--- src/rtl/pll_reconfig_pkg.sv ---
// Shared types and constants for the PLL APB reconfiguration controller.
package pll_reconfig_pkg;

  localparam int unsigned APB_AW = 5;
  localparam int unsigned APB_DW = 16;
  localparam int unsigned CFG_W  = APB_AW + APB_DW;

  typedef enum logic [2:0] {
    ST_IDLE,
    ST_RST_HOLD,
    ST_SETUP,
    ST_ACCESS,
    ST_RELEASE,
    ST_WAIT_LOCK,
    ST_LOCKED
  } pll_state_e;

  function automatic int unsigned max3(int unsigned a, int unsigned b, int unsigned c);
    int unsigned m;
    m = (a > b) ? a : b;
    return (m > c) ? m : c;
  endfunction

endpackage

--- src/rtl/pll_lock_sync.sv ---
// Two-flop synchronizer for the PLL lock pin plus a registered falling-edge pulse.
module pll_lock_sync (
  input  logic apb_clk,
  input  logic apb_rst_n,
  input  logic lock,
  output logic lock_s,
  output logic lock_fall
);

  logic lock_meta;

  // lock_fall is high during the first cycle in which lock_s reads low.
  always_ff @(posedge apb_clk) begin
    if (!apb_rst_n) begin
      lock_meta <= 1'b0;
      lock_s    <= 1'b0;
      lock_fall <= 1'b0;
    end else begin
      // NOTE: non-blocking assignments keep each stage one cycle behind the previous one.
      lock_meta <= lock;
      lock_s    <= lock_meta;
      lock_fall <= lock_s & ~lock_meta;
    end
  end

endmodule

--- src/rtl/pll_apb_reconfig.sv ---
// APB initiator that holds the PLL in reset, writes a latched register table,
// releases reset and then waits for and monitors PLL lock.
module pll_apb_reconfig
  import pll_reconfig_pkg::*;
#(
  parameter int unsigned NUM_WR        = 4,
  parameter int unsigned RST_CYC       = 16,
  parameter int unsigned READY_TIMEOUT = 64,
  parameter int unsigned LOCK_TIMEOUT  = 65535
) (
  input  logic                      apb_clk,
  input  logic                      apb_rst_n,
  input  logic                      cfg_valid,
  output logic                      cfg_ready,
  input  logic [NUM_WR*CFG_W-1:0]   cfg_words,
  output logic [APB_AW-1:0]         apb_addr,
  output logic                      apb_sel,
  output logic                      apb_en,
  output logic                      apb_write,
  output logic [APB_DW-1:0]         apb_wdata,
  input  logic                      apb_ready,
  output logic                      pll_rst,
  input  logic                      lock,
  output logic                      busy,
  output logic                      done,
  output logic                      err,
  output logic                      lock_lost
);

  localparam int unsigned CNT_W = $clog2(max3(RST_CYC, READY_TIMEOUT, LOCK_TIMEOUT)) + 1;
  localparam int unsigned IDX_W = (NUM_WR > 1) ? $clog2(NUM_WR) : 1;

  localparam logic [CNT_W-1:0] RST_LAST   = CNT_W'(RST_CYC - 1);
  localparam logic [CNT_W-1:0] READY_LAST = CNT_W'(READY_TIMEOUT - 1);
  localparam logic [CNT_W-1:0] LOCK_LAST  = CNT_W'(LOCK_TIMEOUT - 1);
  localparam logic [IDX_W-1:0] IDX_LAST   = IDX_W'(NUM_WR - 1);

  pll_state_e                state, state_nxt;
  logic [CNT_W-1:0]          cnt;
  logic [IDX_W-1:0]          idx;
  logic [NUM_WR*CFG_W-1:0]   cfg_tbl;
  logic [CFG_W-1:0]          cur_word;
  logic                      lock_s;
  logic                      lock_fall;
  logic                      accept;
  logic                      ready_to;
  logic                      lock_to;

  pll_lock_sync u_lock_sync (
    .apb_clk   (apb_clk),
    .apb_rst_n (apb_rst_n),
    .lock      (lock),
    .lock_s    (lock_s),
    .lock_fall (lock_fall)
  );

  assign accept   = cfg_valid & cfg_ready;
  assign ready_to = (state == ST_ACCESS)    && !apb_ready && (cnt == READY_LAST);
  assign lock_to  = (state == ST_WAIT_LOCK) && !lock_s    && (cnt == LOCK_LAST);
  assign cur_word = cfg_tbl[idx*CFG_W +: CFG_W];

  always_ff @(posedge apb_clk) begin
    if (!apb_rst_n) state <= ST_IDLE;
    else            state <= state_nxt;
  end

  always_comb begin
    // NOTE: default assignment first so no path through this block infers a latch.
    state_nxt = state;
    unique case (state)
      ST_IDLE, ST_LOCKED: if (accept) state_nxt = ST_RST_HOLD;
      ST_RST_HOLD:        if (cnt == RST_LAST) state_nxt = ST_SETUP;
      ST_SETUP:           state_nxt = ST_ACCESS;
      ST_ACCESS: begin
        if (apb_ready)     state_nxt = (idx == IDX_LAST) ? ST_RELEASE : ST_SETUP;
        else if (ready_to) state_nxt = ST_IDLE;
      end
      ST_RELEASE:         state_nxt = ST_WAIT_LOCK;
      ST_WAIT_LOCK: begin
        if (lock_s)       state_nxt = ST_LOCKED;
        else if (lock_to) state_nxt = ST_IDLE;
      end
      default:            state_nxt = ST_IDLE;
    endcase
  end

  always_comb begin
    cfg_ready = 1'b0;
    busy      = 1'b0;
    pll_rst   = 1'b0;
    apb_sel   = 1'b0;
    apb_en    = 1'b0;
    unique case (state)
      ST_IDLE, ST_LOCKED: cfg_ready = 1'b1;
      ST_RST_HOLD:        begin busy = 1'b1; pll_rst = 1'b1; end
      ST_SETUP:           begin busy = 1'b1; pll_rst = 1'b1; apb_sel = 1'b1; end
      ST_ACCESS:          begin busy = 1'b1; pll_rst = 1'b1; apb_sel = 1'b1; apb_en = 1'b1; end
      ST_RELEASE,
      ST_WAIT_LOCK:       busy = 1'b1;
      default:            cfg_ready = 1'b0;
    endcase
  end

  assign apb_write = apb_sel;
  assign apb_addr  = apb_sel ? cur_word[CFG_W-1:APB_DW] : '0;
  assign apb_wdata = apb_sel ? cur_word[APB_DW-1:0]     : '0;

  // NOTE: the table is pure data qualified by state, so it carries no reset.
  always_ff @(posedge apb_clk) begin
    if (accept) cfg_tbl <= cfg_words;
  end

  // Single counter reused for reset hold, PREADY wait and lock wait; it saturates at the compare.
  always_ff @(posedge apb_clk) begin
    if (!apb_rst_n) begin
      cnt       <= '0;
      idx       <= '0;
      done      <= 1'b0;
      err       <= 1'b0;
      lock_lost <= 1'b0;
    end else begin
      done <= (state == ST_WAIT_LOCK) && lock_s;

      unique case (state)
        ST_RST_HOLD:  cnt <= cnt + 1'b1;
        ST_ACCESS:    if (!apb_ready && cnt != READY_LAST) cnt <= cnt + 1'b1;
        ST_WAIT_LOCK: if (!lock_s && cnt != LOCK_LAST) cnt <= cnt + 1'b1;
        default:      cnt <= '0;
      endcase

      if (state == ST_ACCESS && apb_ready) idx <= idx + 1'b1;
      if (ready_to || lock_to)             err <= 1'b1;
      if (state == ST_LOCKED && lock_fall) lock_lost <= 1'b1;

      if (accept) begin
        cnt       <= '0;
        idx       <= '0;
        err       <= 1'b0;
        lock_lost <= 1'b0;
      end
    end
  end

endmodule

--- config.mk ---
export PLATFORM = sky130hd
export DESIGN_NAME = pll_apb_reconfig
export DESIGN_NICKNAME = d
export VERILOG_FILES = /design/src/rtl/pll_reconfig_pkg.sv /design/src/rtl/pll_lock_sync.sv /design/src/rtl/pll_apb_reconfig.sv
export SDC_FILE = /design/constraint.sdc
export NUM_CORES = 1
export LEC_CHECK = 0
export CAP_MARGIN = 10
export CORE_AREA = 2 2 98 100
export DETAILED_ROUTE_END_ITERATION = 6
export DIE_AREA = 0 0 100 102
export DONT_BUFFER_PORTS = 1
export PLACE_DENSITY = 0.68
export SLEW_MARGIN = 20
export SYNTH_ARGS = -nofsm -noshare
export SYNTH_HDL_FRONTEND = slang
export SYNTH_SLANG_ARGS = --single-unit
--- constraint.sdc ---
create_clock -name apb_clk -period 3.6 [get_ports apb_clk]
set_input_delay 0.72 -clock apb_clk [delete_from_list [all_inputs] [get_ports apb_clk]]
set_output_delay 0.72 -clock apb_clk [all_outputs]
set_load 0.05 [all_outputs]
**Word-level counts from Yosys, hierarchy flattened**

Index checks and enable logic that the tools add are counted.

- Input bits: 89
- Logic and storage cells: 74
- Output and inout bits: 30
- Flip-flop bits (word level): 112

- Bitwise gates (word level): 4
- Muxes and demuxes: 18
- Equality and inequality tests: 18
- Add/sub/neg operators: 2
- Shifts and indexed selects: 1
- Multiply operators: 1
- Reductions and logical operators: 20

Operator list:

| kind | count |
|---|---|
| variable part select 84 x 8 -> 21 bit | 1 |
| one-hot mux 17 bit (3 select lines) | 1 |
| 2-to-1 mux 17 bit | 2 |
| 2-to-1 mux 3 bit | 7 |
| one-hot mux 3 bit (6 select lines) | 1 |
| adder 17 x 1 -> 17 bit (second input constant) | 1 |
| == test 17 x 16 -> 1 bit (second input constant) | 1 |
| == test 17 x 4 -> 1 bit (second input constant) | 1 |
| == test 17 x 6 -> 1 bit (second input constant) | 1 |
| != test 17 x 16 -> 1 bit (second input constant) | 1 |
| != test 17 x 6 -> 1 bit (second input constant) | 1 |
| 2-to-1 mux 16 bit | 1 |
| == test 3 bit (second input constant) | 3 |
| logical AND 1 bit | 9 |
| multiplier 2 x 5 -> 7 bit (second input constant) | 1 |
| == test 3 x 2 -> 1 bit (second input constant) | 2 |
| OR reduction 2 bit | 3 |
| 2-to-1 mux 1 bit | 5 |
| 2-to-1 mux 5 bit | 1 |
| OR reduction 5 bit | 1 |
| != test 2 x 1 -> 1 bit (second input constant) | 2 |
| != test 2 bit (second input constant) | 2 |
| AND reduction 4 bit | 1 |
| == test 3 x 1 -> 1 bit (second input constant) | 1 |
| 11 further kinds | 14 |

**Longest topological paths before layout**

Gate-level depths: netlist of the first run.

- Word-level depth: 6
- Mapped depth: 9
- Depth with buffers taken out: 7

**Cells and area by module**

From an unflattened synthesis of the first run, not the netlist that was laid out.

- Cell total of the unflattened synthesis: 317
- Area, all modules: 4718.3 µm²

Modules (own cells, without submodules):

| module | times used | sequential area each (µm²) | area each (µm²) | cells an instance |
|---|---|---|---|---|
| pll_apb_reconfig | 1 | 3022.9 | 4635.7 | 311 |
| pll_lock_sync | 1 | 60.1 | 82.6 | 6 |

**Worst setup path after synthesis of the first run**

No wires, ideal clock.

- Path kind: register to register
- Start point: register state[2]
- End point: register err
- Cell stages (with the launch flop): 7
- Clock period less this slack: 4.320 ns
- Data arrival time: 4.200 ns
- Path slack: -0.720 ns
- Required time: 3.481 ns
- Cell sequence: dfxtp_1 buf_2 nor2b_1 nor3_1 and2_1 nand2b_1 nor2_1

- Longest elaborated chain between the ends: 5
- Elaborated cells between the ends (all ways): 13
- Classes of those cells: eq/ne (3); mux (1); bitwise (1); reduce/logical (8)

RTL lines:

| element | line | RTL |
|---|---|---|
| start, declared | pll_apb_reconfig.sv:38 | `pll_state_e state, state_nxt;` |
| start signal, assigned | pll_apb_reconfig.sv:64 | `else state <= state_nxt;` |
| == test 3 bit / logical NOT 3 bit (equally long branches) | pll_apb_reconfig.sv:93 | `unique case (state)` |
| OR reduction 2 bit * | pll_apb_reconfig.sv:93 |  |
| 2-to-1 mux 1 bit * | pll_apb_reconfig.sv:93 |  |
| via cfg_ready | pll_apb_reconfig.sv:14 | `output logic cfg_ready,` |
| bitwise AND 1 bit * | pll_apb_reconfig.sv:57 | `assign accept = cfg_valid & cfg_ready;` |
| via accept | pll_apb_reconfig.sv:45 | `logic accept;` |
| OR reduction 2 bit (no source line) * | n/a |  |
| end signal, assigned | pll_apb_reconfig.sv:119 | `err <= 1'b0;` |
| end signal, assigned | pll_apb_reconfig.sv:132 | `if (ready_to \|\| lock_to) err <= 1'b1;` |
| end signal, assigned | pll_apb_reconfig.sv:138 | `err <= 1'b0;` |
| end, declared | pll_apb_reconfig.sv:26 | `output logic err,` |

The timed path passes the listed nets; every way through them passes the cells marked *.
A chain may end at the register's enable or synchronous reset.

**Final worst setup path of the first run**

- Start point: register idx[0]
- End point: output apb_addr[4]

- Longest elaborated chain between the ends: 3

RTL lines:

| element | line | RTL |
|---|---|---|
| start, declared | pll_apb_reconfig.sv:40 | `logic [IDX_W-1:0] idx;` |
| start signal, assigned | pll_apb_reconfig.sv:131 | `if (state == ST_ACCESS && apb_ready) idx <= idx + 1'b1;` |
| multiplier 2 x 5 -> 7 bit | pll_apb_reconfig.sv:60 | `assign cur_word = cfg_tbl[idx*CFG_W +: CFG_W];` |
| variable part select 84 x 8 -> 21 bit | pll_apb_reconfig.sv:60 |  |
| 2-to-1 mux 5 bit | pll_apb_reconfig.sv:105 | `assign apb_addr = apb_sel ? cur_word[CFG_W-1:APB_DW] : '0;` |
| end, declared | pll_apb_reconfig.sv:16 | `output logic [APB_AW-1:0] apb_addr,` |

Every way passes these cells.

==> qor.txt, run 1 <==
Setup TNS -> 0 ns
WL met2 -> 4530 um
Crit end category -> output pin
Required time of the critical path -> 2.88 ns
Die Ht -> 102 um
Metal3 WL -> 782 um
DRC viols -> 0
Max layer used -> met4
Synth area leaders -> edfxtp_1, dfxtp_1, mux4_2
Area grow syn2layout -> 5.79%
FF+latch count, synth -> 112
Ys flop type -> edfxtp_1
CTS tree -> done
M1 wire length -> 3560 um
TritonRoute pass-1 iters -> 4
Most instantiated cells after synthesis -> edfxtp_1, dfxtp_1, and2_1, mux4_2, a21oi_1
Area share of the largest cell type after synthesis -> 52.5%
Register area share after synthesis -> 64.2%
RSZ-0062 raised after global routing -> false
Leak -> 1.58 nW
WL per Instance -> 20.4 um
Hold_ws -> 0.418 ns
Clk_lat worst skew -> 0.37 ns
Worst-path clk slew -> 0.12 ns
CP max stage delay -> 0.90 ns
Vias per std cell -> 6.23
Share of the clock period used by the worst path -> 82.5%
First-pass GRT wire length -> 14000 um
Fmax -> 337 MHz
Hold Vio Cnt, Final -> 0
# IOs -> 119
Worst Hold Class -> register to register
Max-slew headroom -> 31.5%
Crit start category -> register
Cell Chain, Critical Path -> mux4_2, and2_1
Slew Limit Fails -> 0
Mapped Area -> 4800 um2
Bufs on Longest Clock Path -> 2
Critical path type -> register to output pin
Syn Nets -> 417
Die Area -> 10200 um2
NumNets Final -> 416
Yosys top cell by area -> edfxtp_1
Max rail drop VDD -> 0.357 mV
Final WL -> 9000 um
P per Cell Area -> 529 nW/um2
Post-synthesis async set-or-reset flop share -> 0%
Clk_skew -> 0.0170 ns
Total setup buffers inserted after CTS -> 0
Initial antenna violation count -> 0
Number of synthesized flops with an enable pin -> 84
CTS H-tree depth -> 3
Worst-path cell with the longest stage delay -> dfxtp_2
Minimum clock period -> 2.97 ns
CP Data Arrival Time -> 2.25 ns
Horiz. Die Dim -> 100 um
Synth unique cells -> 52
CTS Sinks -> 112
Largest net degree at the start of global routing -> 60
Syn Inst Count -> 325
Core footprint -> 9110 um2
Cts hold-fix bufs -> 0
Fillcell total -> 738
Initial core utilization -> 52.7%
Root buf cell -> clkbuf_8
Most numerous cell in the Yosys netlist -> edfxtp_1
Hpwl dp -> 6240 um
Max Cap Viol -> 0
Status -> complete, no violations
Routed Antenna Nets -> 0
DR vias -> 2742
Layout cells sized above 1 -> 20.7%
FP Rows -> 35
Vias in the first global route -> 2711
All-Layer GR Usage -> 18.1%
DRT iter0 DRCs -> 134
Cts bufs inserted -> 9
Syn. warnings -> 0
Maximum net fanout on the critical path -> 23
Ant. Diodes -> 0
PortBufs -> 0
Worst Max-Slew Pin Slew -> 1.03 ns
GRT overflow -> 0
Post-cts sizing count -> 0
Endpoints failing setup -> 0
Syn_area_per_cell -> 14.8 um2
Final GP Congestion -> 0.856
-- layer usage --
| metal | vias to the layer above | GRT usage [%] |
|---|---|---|
| met1 | 1333 | 22.4 |
| li1 | 1286 | - |
| met4 | 0 | 4.95 |
| met3 | 12 | 6.77 |
| met5 | - | 0 |
| met2 | 111 | 30.3 |
-- worst paths after layout --
| path | start | to | slack [ns] | cells after the start |
|---|---|---|---|---|
| setup / recovery | idx[0]$_SDFFE_PP0P_ | apb_addr[4] | 0.63 | 2 |
| hold / removal | u_lock_sync.lock_meta$_SDFF_PN0_ | u_lock_sync.lock_fall$_SDFF_PN0_ | 0.42 | 1 |
| setup reg to reg | state[2]$_SDFFE_PN0P_ | cfg_tbl[81]$_DFFE_PP_ | 1.02 | 5 |
| hold reg to reg | u_lock_sync.lock_meta$_SDFF_PN0_ | u_lock_sync.lock_fall$_SDFF_PN0_ | 0.42 | 1 |
-- state kept, by name, indices dropped and copies added, names as in the netlist --
name / flops
u_lock_sync.lock_fall: 1
lock_lost: 1
u_lock_sync.lock_meta: 1
cnt: 17
cfg_tbl: 84
u_lock_sync.lock_s: 1
state: 3
done: 1
idx: 2
err: 1
-- cells by family after synthesis --
kind of cell / after synthesis / share of synthesized area, %
buffers and inverters: 27 / 3.44
AND/OR/NAND/NOR: 110 / 13.9
AO/OA/AOI/OAI: 51 / 7.66
XOR/XNOR: 1 / 0.182
flip-flops: 112 / 64.2
adder cells (fa/ha/maj): 3 / 0.782
multiplexers: 21 / 9.85
-- power breakdown --
| part | internal, mW | switching [mW] |
|---|---|---|
| sequential | 1.52 | 0.0420 |
| combinational | 0.0902 | 0.284 |
| clock | 0.282 | 0.468 |
-- cell usage in the layout, fill, tap and decap left out, drive strengths merged, types with 2 or more instances in the layout --
cell,n
a211oi,2
a21oi,20
a311oi,2
and2,27
and3,3
buf,6
clkbuf,9
clkinv,3
dfxtp,28
edfxtp,84
ha,3
inv,12
mux4,21
nand2,16
nand3,8
nand3b,2
nand4,10
nand4b,2
nor2,12
nor2b,2
nor3,6
nor4,7
o21a,2
o21ai,5
o31ai,12
or4,11
-- stage by stage --
step / setup slack, ns / power, mW / std cells / util, % / area, um2
global placement: 0.992 / 1.96 / 424 / 53.5 / 4870
finish: 0.631 / 2.69 / 440 / 55.8 / 5080
detailed placement: 0.978 / 1.98 / 424 / 53.5 / 4870
CTS: 0.539 / 2.72 / 440 / 55.8 / 5080
floorplan: 0.162 / 1.91 / 325 / - / 4800
global route: 0.495 / 2.79 / 440 / 55.8 / 5080
-- critical path, delay by kind of cell (launching register included) --
kind	cells	cell delay (ns)
DFF	1	0.90
muxes	1	0.62
and+or+nand+nor	1	0.35
-- area by class of cell --
type | instances | area [um2] | area share (%)
clock buffers | 9 | 124 | 2.44
repair buffers | 6 | 45.0 | 0.887
multi-input cells | 186 | 1570 | 30.9
flip-flops and latches | 112 | 3080 | 60.7
well taps | 111 | 139 | 2.73
clock inverters | 7 | 85.1 | 1.68
inverters | 9 | 33.8 | 0.665
(Power assumes the default switching activity.)
==> run 2: changes to the inputs <==
- clock period: 3.6 -> 3.1 ns (I/O delays scaled with it)
==> run 2 against run 1 <==
Net effect: highest routed layer unchanged; sequential share of layout area fell by 0.62 points; register-to-register slack worse by 0.35 ns; sequential power grew 16%; count of clock-buffer cells in the layout unchanged; clock skew increased by 0.0014 ns; first-iteration DRC count grew 0.75%; non-clock buffer count up 3.
==> qor.txt, run 2 (synthesis gave the netlist of run 1 again) <==
Status -> complete, no violations
Fin cells -> 443
Ant. Diodes -> 0
Sequential power share -> 57.3%
Total setup buffers inserted after CTS -> 0
Hpwl dp -> 6470 um
Max-slew headroom -> 40.5%
Initial antenna violation count -> 0
Routed Antenna Nets -> 0
Final GP Congestion -> 0.850
Required time of the critical path -> 2.48 ns
Worst-path cell with the longest stage delay -> nor2b_4
# IOs -> 119
Regs by FF count -> cfg_tbl x84, cnt x17, state x3
Final WL -> 9130 um
Setup TNS -> 0 ns
Worst Max-Slew Pin Slew -> 0.889 ns
Crit end category -> output pin
Commonest non-fill, non-tap cell in the layout -> edfxtp_1
PortBufs -> 0
Pint -> 2.22 mW
Maximum net fanout on the critical path -> 26
Initial core utilization -> 52.7%
NumNets Final -> 419
DR vias -> 2760
Combinational Power Share -> 14.3%
Critical path type -> register to output pin
Hold Vio Cnt, Final -> 0
Vias in the first global route -> 2660
Hold_ws -> 0.328 ns
CTS H-tree depth -> 3
Switching power share of the total -> 29.8%
GRT overflow -> 0
CP Data Arrival Time -> 2.15 ns
DRT iter0 DRCs -> 135
Cts hold-fix bufs -> 0
Vias per std cell -> 6.23
Die Area -> 10200 um2
Cts bufs inserted -> 9
Worst-path clk slew -> 0.12 ns
TritonRoute pass-1 iters -> 4
Max Cap Viol -> 0
Endpoints failing setup -> 0
Bufs on Longest Clock Path -> 2
Final Total Pwr -> 3.16 mW
NetSw -> 0.943 mW
CP max stage delay -> 0.61 ns
Most frequent cells in the layout -> edfxtp_1, dfxtp_1, and2_1
Layout cells sized above 1 -> 21.4%
Die Ht -> 102 um
DP Cell Count -> 427
Crit start category -> register
Area grow syn2layout -> 6.88%
FP Rows -> 35
Max rail drop VDD -> 0.370 mV
Share of the clock period used by the worst path -> 89.4%
Post-cts sizing count -> 0
P per Cell Area -> 616 nW/um2
Fillcell total -> 735
Clk_skew -> 0.0185 ns
Slew Limit Fails -> 0
Worst Hold Class -> input pin to register
Fmax -> 361 MHz
All-Layer GR Usage -> 18.0%
Leak -> 1.60 nW
Final core occ -> 56.3%
Minimum clock period -> 2.77 ns
WL per Instance -> 20.6 um
CTS Sinks -> 112
Cell Chain, Critical Path -> nor2b_4, and2_1
RSZ-0062 raised after global routing -> false
Max reg flops -> 84
Buf/Inv on CP -> 0
Root buf cell -> clkbuf_8
Core footprint -> 9110 um2
Cell family with most CP delay -> simple AND/OR/NAND/NOR gates
Clk_lat worst skew -> 0.38 ns
Largest net degree at the start of global routing -> 47
CTS tree -> done
Horiz. Die Dim -> 100 um
Clock power frac -> 28.4%
Largest Register -> cfg_tbl
First-pass GRT wire length -> 13900 um
DRC viols -> 0
==> run 2: final cells by class <==
class / instances / area (um2) / share of cell area [%]
sequential: 112 / 3080 / 60.1
clock buffer: 9 / 124 / 2.41
clock inverter: 7 / 90.1 / 1.76
inverter: 9 / 33.8 / 0.658
multi-input combinational: 186 / 1570 / 30.6
timing repair buffer: 9 / 92.6 / 1.80
tap: 111 / 139 / 2.71
==> run 2: metal layers <==
metal,vias up,track usage [%],wire (um)
met4,0,4.43,75
li1,1284,-,-
met1,1383,22.2,3750
met5,-,0,0
met3,7,6.91,639
met2,86,30.1,4670
==> run 2: path summary, 6_finish.rpt <==
check                                   startpoint  slack (ns)                               end  cells after the start
setup / recovery             state[1]$_SDFFE_PN0P_        0.33                      apb_wdata[1]                      2
hold / removal                       cfg_words[12]        0.33             cfg_tbl[12]$_DFFE_PP_                      0
setup reg to reg             state[2]$_SDFFE_PN0P_        0.67             cfg_tbl[44]$_DFFE_PP_                      5
hold reg to reg   u_lock_sync.lock_meta$_SDFF_PN0_        0.40  u_lock_sync.lock_fall$_SDFF_PN0_                      1
==> run 2: power groups by stage <==
stage / Combinational [mW] / Sequential [mW] / Clock (mW)
after CTS: 0.457 / 1.81 / 0.924
final: 0.451 / 1.81 / 0.899
after detailed placement: 0.458 / 1.85 / 0
after global routing: 0.482 / 1.83 / 0.970
after floorplan: 0.390 / 1.83 / 0
after global placement: 0.452 / 1.84 / 0
==> run 2: metrics by stage <==
stage	area, um2	setup WS, ns
finish	5130	0.329
global route	5130	0.146
CTS	5130	0.320
detailed placement	4920	0.663
global placement	4920	0.785
floorplan	4810	0.140
